===== src/rtl/proc_multicycle.sv =====
// proc_multicycle: multi-cycle RV32 subset core, FETCH/EXEC/MEM/WB FSM with req/ready memory ports.
// Define PROC_MC_ITER_DIV_EN for a 32-cycle iterative divider; div/rem (funct3 100/110) are unsigned.
module proc_multicycle #(
    parameter logic [31:0] RESET_PC = 32'h0000_0000,
    parameter bit          REG_CLEAR = 1'b1
) (
    input  logic        clk,
    input  logic        reset,
    output logic        imem_req,
    output logic [31:0] imem_addr,
    input  logic        imem_ready,
    input  logic [31:0] instruction,
    output logic        dmem_req,
    output logic        dmem_we,
    output logic [31:0] dmem_addr,
    output logic [31:0] dmem_wdata,
    input  logic        dmem_ready,
    input  logic [31:0] dmem_rdata,
    output logic        trap,
    output logic        retire
);
`ifdef PROC_MC_ITER_DIV_EN
    typedef enum logic [2:0] {FETCH, EXEC, MEM, WB, TRAP, DIV} state_t;
`else
    typedef enum logic [2:0] {FETCH, EXEC, MEM, WB, TRAP} state_t;
`endif
    state_t      state;
    logic [31:0] pc, ir, res, npc, a, b, alu, sra_v, mdv, npc_c;
    logic [31:0] imm_i, imm_s, imm_b, imm_u, imm_j;
    logic [31:0] rf [32];
    logic        wen;
    logic [6:0]  op, f7;
    logic [2:0]  f3;
    logic [4:0]  rd, rs1, rs2;
    logic        is_r, is_add, is_sub, is_and, is_slt, is_sll, is_srl, is_sra, is_div, is_rem;
    logic        is_addi, is_lw, is_sw, is_beq, is_blt, is_lui, is_auipc, is_jal, is_jalr, legal;

    assign op = ir[6:0];
    assign rd = ir[11:7];
    assign f3 = ir[14:12];
    assign rs1 = ir[19:15];
    assign rs2 = ir[24:20];
    assign f7 = ir[31:25];
    assign imem_addr = pc;
    assign a = rs1 == 5'd0 ? 32'd0 : rf[rs1];
    assign b = rs2 == 5'd0 ? 32'd0 : rf[rs2];
    assign imm_i = {{20{ir[31]}}, ir[31:20]};
    assign imm_s = {{20{ir[31]}}, ir[31:25], ir[11:7]};
    assign imm_b = {{19{ir[31]}}, ir[31], ir[7], ir[30:25], ir[11:8], 1'b0};
    assign imm_u = {ir[31:12], 12'd0};
    assign imm_j = {{11{ir[31]}}, ir[31], ir[19:12], ir[20], ir[30:21], 1'b0};

    assign is_r = op == 7'h33;
    assign is_add = is_r && f7 == 7'h00 && f3 == 3'd0;
    assign is_sub = is_r && f7 == 7'h20 && f3 == 3'd0;
    assign is_and = is_r && f7 == 7'h00 && f3 == 3'd7;
    assign is_slt = is_r && f7 == 7'h00 && f3 == 3'd2;
    assign is_sll = is_r && f7 == 7'h00 && f3 == 3'd1;
    assign is_srl = is_r && f7 == 7'h00 && f3 == 3'd5;
    assign is_sra = is_r && f7 == 7'h20 && f3 == 3'd5;
    assign is_div = is_r && f7 == 7'h01 && f3 == 3'd4;
    assign is_rem = is_r && f7 == 7'h01 && f3 == 3'd6;
    assign is_addi = op == 7'h13 && f3 == 3'd0;
    assign is_lw = op == 7'h03 && f3 == 3'd2;
    assign is_sw = op == 7'h23 && f3 == 3'd2;
    assign is_beq = op == 7'h63 && f3 == 3'd0;
    assign is_blt = op == 7'h63 && f3 == 3'd4;
    assign is_lui = op == 7'h37;
    assign is_auipc = op == 7'h17;
    assign is_jal = op == 7'h6F;
    assign is_jalr = op == 7'h67 && f3 == 3'd0;
    assign legal = is_add | is_sub | is_and | is_slt | is_sll | is_srl | is_sra | is_div | is_rem
                 | is_addi | is_lw | is_sw | is_beq | is_blt | is_lui | is_auipc | is_jal | is_jalr;

    // kept separate so the ternary chain below cannot strip the signedness of the shift
    assign sra_v = $signed(a) >>> b[4:0];

`ifdef PROC_MC_ITER_DIV_EN
    logic [31:0] dq, dr, q_n, r_n;
    logic [32:0] rs_sh, diff;
    logic [4:0]  dcnt;
    assign mdv = 32'd0;
    assign rs_sh = {dr, dq[31]};
    assign diff = rs_sh - {1'b0, b};
    assign q_n = {dq[30:0], ~diff[32]};
    assign r_n = diff[32] ? rs_sh[31:0] : diff[31:0];
`else
    assign mdv = b == 32'd0 ? (is_rem ? a : 32'hFFFF_FFFF) : (is_rem ? a % b : a / b);
`endif

    always_comb begin
        alu = is_add ? a + b : is_sub ? a - b : is_and ? a & b : is_slt ? {31'd0, $signed(a) < $signed(b)}
            : is_sll ? a << b[4:0] : is_srl ? a >> b[4:0] : is_sra ? sra_v : is_addi ? a + imm_i
            : is_lui ? imm_u : is_auipc ? pc + imm_u : (is_jal | is_jalr) ? pc + 32'd4 : mdv;
        npc_c = ((is_beq && a == b) || (is_blt && $signed(a) < $signed(b))) ? pc + imm_b
              : is_jal ? pc + imm_j : is_jalr ? (a + imm_i) & ~32'd1 : pc + 32'd4;
    end

    always_ff @(posedge clk) begin
        retire <= 1'b0;
        if (reset) begin
            state <= FETCH;
            pc <= RESET_PC;
            imem_req <= 1'b0;
            dmem_req <= 1'b0;
            dmem_we <= 1'b0;
            dmem_addr <= 32'd0;
            dmem_wdata <= 32'd0;
            trap <= 1'b0;
            if (REG_CLEAR) for (int i = 1; i < 32; i++) rf[i] <= 32'd0;
        end else begin
            case (state)
                FETCH: if (!imem_req) imem_req <= 1'b1;
                       else if (imem_ready) begin
                           ir <= instruction;
                           imem_req <= 1'b0;
                           state <= EXEC;
                       end
                EXEC: begin
                    res <= alu;
                    npc <= npc_c;
                    wen <= !(is_sw || is_beq || is_blt);
                    if (!legal) begin
                        trap <= 1'b1;
                        state <= TRAP;
                    end else if (is_lw || is_sw) begin
                        dmem_req <= 1'b1;
                        dmem_we <= is_sw;
                        dmem_addr <= a + (is_sw ? imm_s : imm_i);
                        dmem_wdata <= b;
                        state <= MEM;
`ifdef PROC_MC_ITER_DIV_EN
                    end else if (is_div || is_rem) begin
                        dq <= a;
                        dr <= 32'd0;
                        dcnt <= 5'd0;
                        state <= DIV;
`endif
                    end else begin
                        retire <= 1'b1;
                        state <= WB;
                    end
                end
                MEM: if (dmem_ready) begin
                    dmem_req <= 1'b0;
                    if (!dmem_we) res <= dmem_rdata;
                    retire <= 1'b1;
                    state <= WB;
                end
`ifdef PROC_MC_ITER_DIV_EN
                DIV: begin
                    dq <= q_n;
                    dr <= r_n;
                    dcnt <= dcnt + 5'd1;
                    if (dcnt == 5'd31) begin
                        res <= is_rem ? r_n : q_n;
                        retire <= 1'b1;
                        state <= WB;
                    end
                end
`endif
                WB: begin
                    if (wen && rd != 5'd0) rf[rd] <= res;
                    pc <= npc;
                    imem_req <= 1'b1;
                    state <= FETCH;
                end
                default: ; // TRAP holds until reset
            endcase
        end
    end
endmodule


===== config.mk =====
export PLATFORM = sky130hd
export DESIGN_NAME = proc_multicycle
export DESIGN_NICKNAME = d
export VERILOG_FILES = /design/src/rtl/proc_multicycle.sv
export SDC_FILE = /design/constraint.sdc
export NUM_CORES = 2
export LEC_CHECK = 0
export CAP_MARGIN = 15
export CORE_MARGIN = 2
export CORE_UTILIZATION = 25
export DETAILED_ROUTE_END_ITERATION = 10
export HOLD_SLACK_MARGIN = 0.02
export PLACE_DENSITY_LB_ADDON = 0.25
export SYNTH_ARGS = -nofsm -noshare
export SYNTH_HDL_FRONTEND = slang
export SYNTH_SLANG_ARGS = --single-unit
export TNS_END_PERCENT = 100

===== constraint.sdc =====
create_clock -name clk -period 101.1 [get_ports clk]
set_clock_uncertainty 0.2 [all_clocks]
set_input_delay 20.22 -clock clk [delete_from_list [all_inputs] [get_ports clk]]
set_output_delay 20.22 -clock clk [all_outputs]
set_load 0.03 [all_outputs]

---- Word level (Yosys, flattened, before mapping) ----
Memories as Yosys holds them, arrays and structs flattened. A register that Yosys moved wholly into a read port is not among the register bits.
Cells that the tools add are included.
Widths: inputs -> output; s select.
storage, ports and cells
  bits in registers ....................... 201
  word-level logic and storage cells ...... 171
  memories ................................ 1
  memory bits (writable) .................. 1024
  input bits .............................. 68
memories
  name  words  width  rd ports  clocked after Yosys merged registers in  wr ports  RTL line  text
  rf    32     32     2         2                                        31        30        logic [31:0] rf [32];
cells by class
  order comparisons ....................... 1
  add/subtract/negate cells ............... 8
  divide/modulo/power cells ............... 2
  eq/ne operators ......................... 27
  shifts and indexed selects .............. 3
  multiplexer cells ....................... 51
  reductions and logical operators ........ 44
  bitwise gates (word level) .............. 21
operator list
  operator               count
  $mux 32                22
  $add 32x32->32         6
  $pmux 32 s2            1
  $add 32x3->32 const B  1
  $and 32x32->32         1
  $div 32x32->32         1
  $eq 32x32->1           1
  $logic_not 32->1       1
  $lt 32x32->1           1
  $mod 32x32->32         1
  $reduce_or 32->1       1
  $shl 32x5->32          1
  $shr 32x5->32          1
  $sshr 32x5->32         1
  $sub 32x32->32         1
  $eq 7x6->1 const B     4
  $eq 7x7->1 const B     3
  $logic_and 1x1->1      21
  $mux 5                 4
  $or 1x1->1             18
  $mux 1                 16
  $reduce_and 4->1       4
  $eq 7x5->1 const B     2
  $eq 3x3->1 const B     4
  19 further kinds       40

---- Depth between registers and ports, before layout ----
  depth in word-level cells ............... 22
  mapped depth ............................ 405
  gate-level depth less buffers ........... 356

---- Worst setup path before layout ----
No wires, ideal clock.
  path type ............................... register -> register
  start point ............................. register (tool-made name)
  end point ............................... register res[0] (data pin)
  buffers on the path ..................... 62
  slack ................................... 20362 ps
  stages on the path, launching flop included .. 377
  data arrival time ....................... 80408 ps
  cell sequence ........................... dfxtp_1 -> buf_2 -> buf_4 -> buf_4 -> buf_2 -> buf_2 -> buf_2 -> buf_2 -> buf_2 -> mux4_2 -> mux2i_1 -> mux2i_1 -> a221oi_1 -> or2_2 -> clkbuf_1 -> clkbuf_1 -> clkbuf_1 -> buf_1 -> [... 341 more ...] -> a21o_1 -> a21oi_1 -> o21bai_1 -> a41o_1 -> nand3_1 -> a21oi_1 -> a22o_1 -> or4_1 -> a41oi_1 -> a31oi_1 -> nand3_1 -> o21ai_0 -> a221oi_1 -> a21oi_1 -> o21ai_0 -> a21oi_1 -> a2111oi_0 -> o22a_1
RTL lines
  item                  RTL line  text
  end signal, assigned  120       res <= alu;
  end signal, assigned  146       if (!dmem_we) res <= dmem_rdata;
  end, declared         28        logic [31:0] pc, ir, res, npc, a, b, alu, sra_v, mdv, npc_c;

---- Worst setup path in the final report ----
  start point ............................. register ir[20]
  end point ............................... register res[20] (data pin)
on the way
  longest elaborated chain between the ends .. 17
ends and longest elaborated chain
  item                                                     RTL line  text
  start, declared                                          28
  start signal, assigned                                   115       ir <= instruction;
  $logic_not 5->1                                          46        assign b = rs2 == 5'd0 ? 32'd0 : rf[rs2];
  $mux 32                                                  46
  $div 32x32->32 / $mod 32x32->32 (equally long branches)  88        assign mdv = b == 32'd0 ? (is_rem ? a : 32'hFFFF_FFFF) : (is_rem ? a % b : a / b);
  $mux 32 (2 in series)                                    88
  $mux 32 (3 in series)                                    94        : is_lui ? imm_u : is_auipc ? pc + imm_u : (is_jal | is_jalr) ? pc + 32'd4 : mdv;
  $mux 32 (4 in series)                                    93        : is_sll ? a << b[4:0] : is_srl ? a >> b[4:0] : is_sra ? sra_v : is_addi ? a + imm_i
  $mux 32 (3 in series)                                    92        alu = is_add ? a + b : is_sub ? a - b : is_and ? a & b : is_slt ? {31'd0, $signed(a) < $signed(b)}
  $mux 32 (*)                                              92
  $pmux 32 s2 (*)                                          112       case (state)
Every way passes the cells marked *; elsewhere a longest branch is shown, timed or not.
A chain may end at the register's enable or synchronous reset.

==> key figures <==
Setup path
  – Worst path required time: 101.35 ns
  – Crit-path max cell delay: 0.85 ns
  – CP Launch Type: flop
  – Setup crit end kind: flop
  – CP dominant cell by count: ha_1
  – CP max-delay cell: a21oi_1
  – Crit Path Class: flop to flop
  – Crit path max fanout: 49
  – Critical path arrival: 95.04 ns

Clocking
  – Post_cts resized: 0
  – # H-tree levels: 4
  – Clk Latency, worst-skew pair: 0.86 ns
  – Max clock buf depth: 4
  – CTS buffer count: 149
  – CTS hold repair buffers: 0
  – Clock-pin slew on the worst setup and hold paths: 0.06 ns
  – CTS sink count: 1235
  – CTS tree: done
  – Postcts setup bufs: 0
  – CTS root buf: clkbuf_16

Logic synthesis
  – Yosys warns: 0
  – Post-synth EDFFs: 1121
  – Synth area leader: edfxtp_1
  – #FFs+latches synth: 1235
  – Cell count after synthesis: 11100
  – Yosys top cell area share: 31.5%
  – Synth cell types: 110
  – Avg Cell Area, Syn: 9.62 um2
  – Ys async rst share: 0%
  – Synthesized cell area: 0.107 mm2
  – Sequential area share after synthesis: 33.7%
  – Largest cells by area after synthesis: edfxtp_1 32%, mux4_2 12%, ha_1 8.0%
  – Ys flop type: edfxtp_1

Drt
  – Vias: 95100
  – DR WL/cell: 31.7 um
  – Antenna viol nets, final: 0
  – Top routing layer in use: met5
  – WL met2: 239 mm
  – Met3 Wirelength: 43.7 mm
  – DR iter-0 viols: 11300
  – Vias/cell: 5.63
  – Drt drc: 0
  – Total Wirelength: 535 mm
  – 1st-pass router iterations: 6
  – Metal1 wirelength: 220 mm

STA
  – Achievable Freq: 10.5 MHz
  – Max-slew violation count: 0
  – Least-Margin Pin Slew: 1.38 ns
  – Worst Hold Slack: 0.254 ns
  – Min Clock Period, post-route: 94.79 ns
  – Final-report setup violation count: 0
  – Final Hold Viols: 0
  – Crit share post-route: 93.8%
  – Slew headroom: 7.79%

Placed design
  – Dpl cells: 16600
  – Final GP Congestion: 1.04
  – Port buffer count: 168
  – DP HPWL: 386 mm

Layout
  – Fin util: 28.3%
  – Commonest non-fill, non-tap cell in the layout: edfxtp_1
  – Fin cells: 16900
  – Area grow syn2layout: 13.0%
  – Layout cells sized above 1: 13.1%
  – Fin nets: 11800
  – Commonest cells after routing, fill and taps aside: 1121 x edfxtp_1, 1063 x and2_1, 1006 x nand2_1

Power and ir drop
  – Power Density: 22.0 mW/mm2
  – Max VDD drop: 0.0256 mV
  – Pleak: 0.0461 uW

GRT
  – First-pass GRT wire length: 736 mm
  – Remaining Overflow, GRT: 0
  – Initial antenna violation count: 34
  – Vias in the first global route: 91400
  – Pin count of the biggest net entering global routing: 90
  – Total GRT Usage: 23.8%

Run
  – Max cap viols: 0

Floorplanning
  – Core ar.: 0.426 mm2
  – Initial core utilization: 25.0%
  – Die height: 658 um
  – Die W: 658 um
  – # IOs: 169
  – # rows: 240
  – Die ar.: 0.432 mm2

Worst hold path
  – Min-Delay Path Class: flop to flop

Run status
  – Run status: completed
-- state kept, by name (all words and copies together) (netlist names), named ones only --
register and flops:
dmem_addr 32, dmem_req 1, dmem_wdata 32, dmem_we 1, imem_addr 32, imem_req 1
ir 32, npc 32, res 32, retire 1, rf 1024, state 3
trap 1, wen 1
-- critical path: cells and delay by family (launching register included) --
family                   cells  cell delay, ns
multiplexers                 7            2.38
flip-flops                   1            0.36
AO/OA/AOI/OAI              176           48.67
buffers and inverters       23            6.23
adder cells (fa/ha/maj)     31            9.75
AND/OR/NAND/NOR            102           26.48
-- worst paths after layout --
path	startpoint	to	slack [ns]	cells after the start
setup / recovery	ir[20]	res[20]	6.31	339
hold / removal	dmem_addr[17]	dmem_addr[17]	0.25	2
setup reg to reg	ir[20]	res[20]	6.31	339
hold reg to reg	dmem_addr[17]	dmem_addr[17]	0.25	2
-- power breakdown --
part	switching [uW]	total (uW)	leakage (uW)	internal, uW
logic	1000	1540	0.0315	540
clock network	230	523	0.00219	294
registers	14.5	587	0.0124	572
-- cells in the mapped netlist (20+ instances only) --
| cell | number |
|---|---|
| a211o_1 | 31 |
| a211oi_1 | 101 |
| a21boi_0 | 28 |
| a21o_1 | 190 |
| a21oi_1 | 819 |
| a221o_1 | 20 |
| a221oi_1 | 64 |
| a22oi_1 | 45 |
| a31oi_1 | 109 |
| and2_1 | 1067 |
| and3_1 | 70 |
| buf_1 | 76 |
| buf_2 | 60 |
| clkbuf_1 | 549 |
| dfxtp_1 | 114 |
| edfxtp_1 | 1121 |
| ha_1 | 685 |
| inv_1 | 290 |
| mux2_2 | 81 |
| mux2i_1 | 154 |
| mux4_2 | 584 |
| nand2_1 | 1016 |
| nand2b_1 | 88 |
| nand3_1 | 202 |
| nand4_1 | 74 |
| nor2_1 | 924 |
| nor2b_1 | 103 |
| nor3_1 | 252 |
| nor4_1 | 30 |
| o2111ai_1 | 28 |
| o211ai_1 | 72 |
| o21a_1 | 157 |
| o21ai_0 | 544 |
| o21ai_1 | 27 |
| o21bai_1 | 78 |
| o221ai_1 | 47 |
| o22ai_1 | 76 |
| o31ai_1 | 58 |
| or2_2 | 78 |
| or3_1 | 90 |
| xnor2_1 | 344 |
| xor2_1 | 177 |
-- layer usage --
layer	track usage [%]	vias to the layer above
li1	-	41400
met1	31.2	48100
met2	37.7	4557
met3	4.30	1055
met4	12.0	14
met5	0	-
-- layout make-up --
type / count / area, um2
Fill cell: 45000 / 306000
Antenna cell: 13 / 32.5
Tap cell: 5687 / 7120
Timing Repair Buffer: 517 / 4450
Multi-Input combinational cell: 8884 / 67500
Sequential cell: 1235 / 36000
Clock buffer: 183 / 3900
Inverter: 295 / 1110
Clock inverter: 70 / 567
-- through the flow --
step                      worst slack [ns]  setup TNS (ns)  area [um2]  total power [uW]
after detailed placement              5.63               0      116000              2090
after global routing               -0.0804          -0.226      121000              2780
after floorplan                      20.36               0      107000              1590
final                                 6.31               0      121000              2650
after CTS                             5.27               0      121000              2620
after global placement                7.08               0      116000              2110
-- logic make-up after synthesis --
group	Yosys count	share of synthesized area, %
AND/OR/NAND/NOR	4083	19.0
XOR/XNOR	521	4.27
AO/OA/AOI/OAI	2734	16.5
adder cells (fa/ha/maj)	693	8.18
flip-flops	1235	33.7
multiplexers	820	14.6
buffers and inverters	1010	3.79
other	1	0.00351
(Power assumes the default switching activity.)
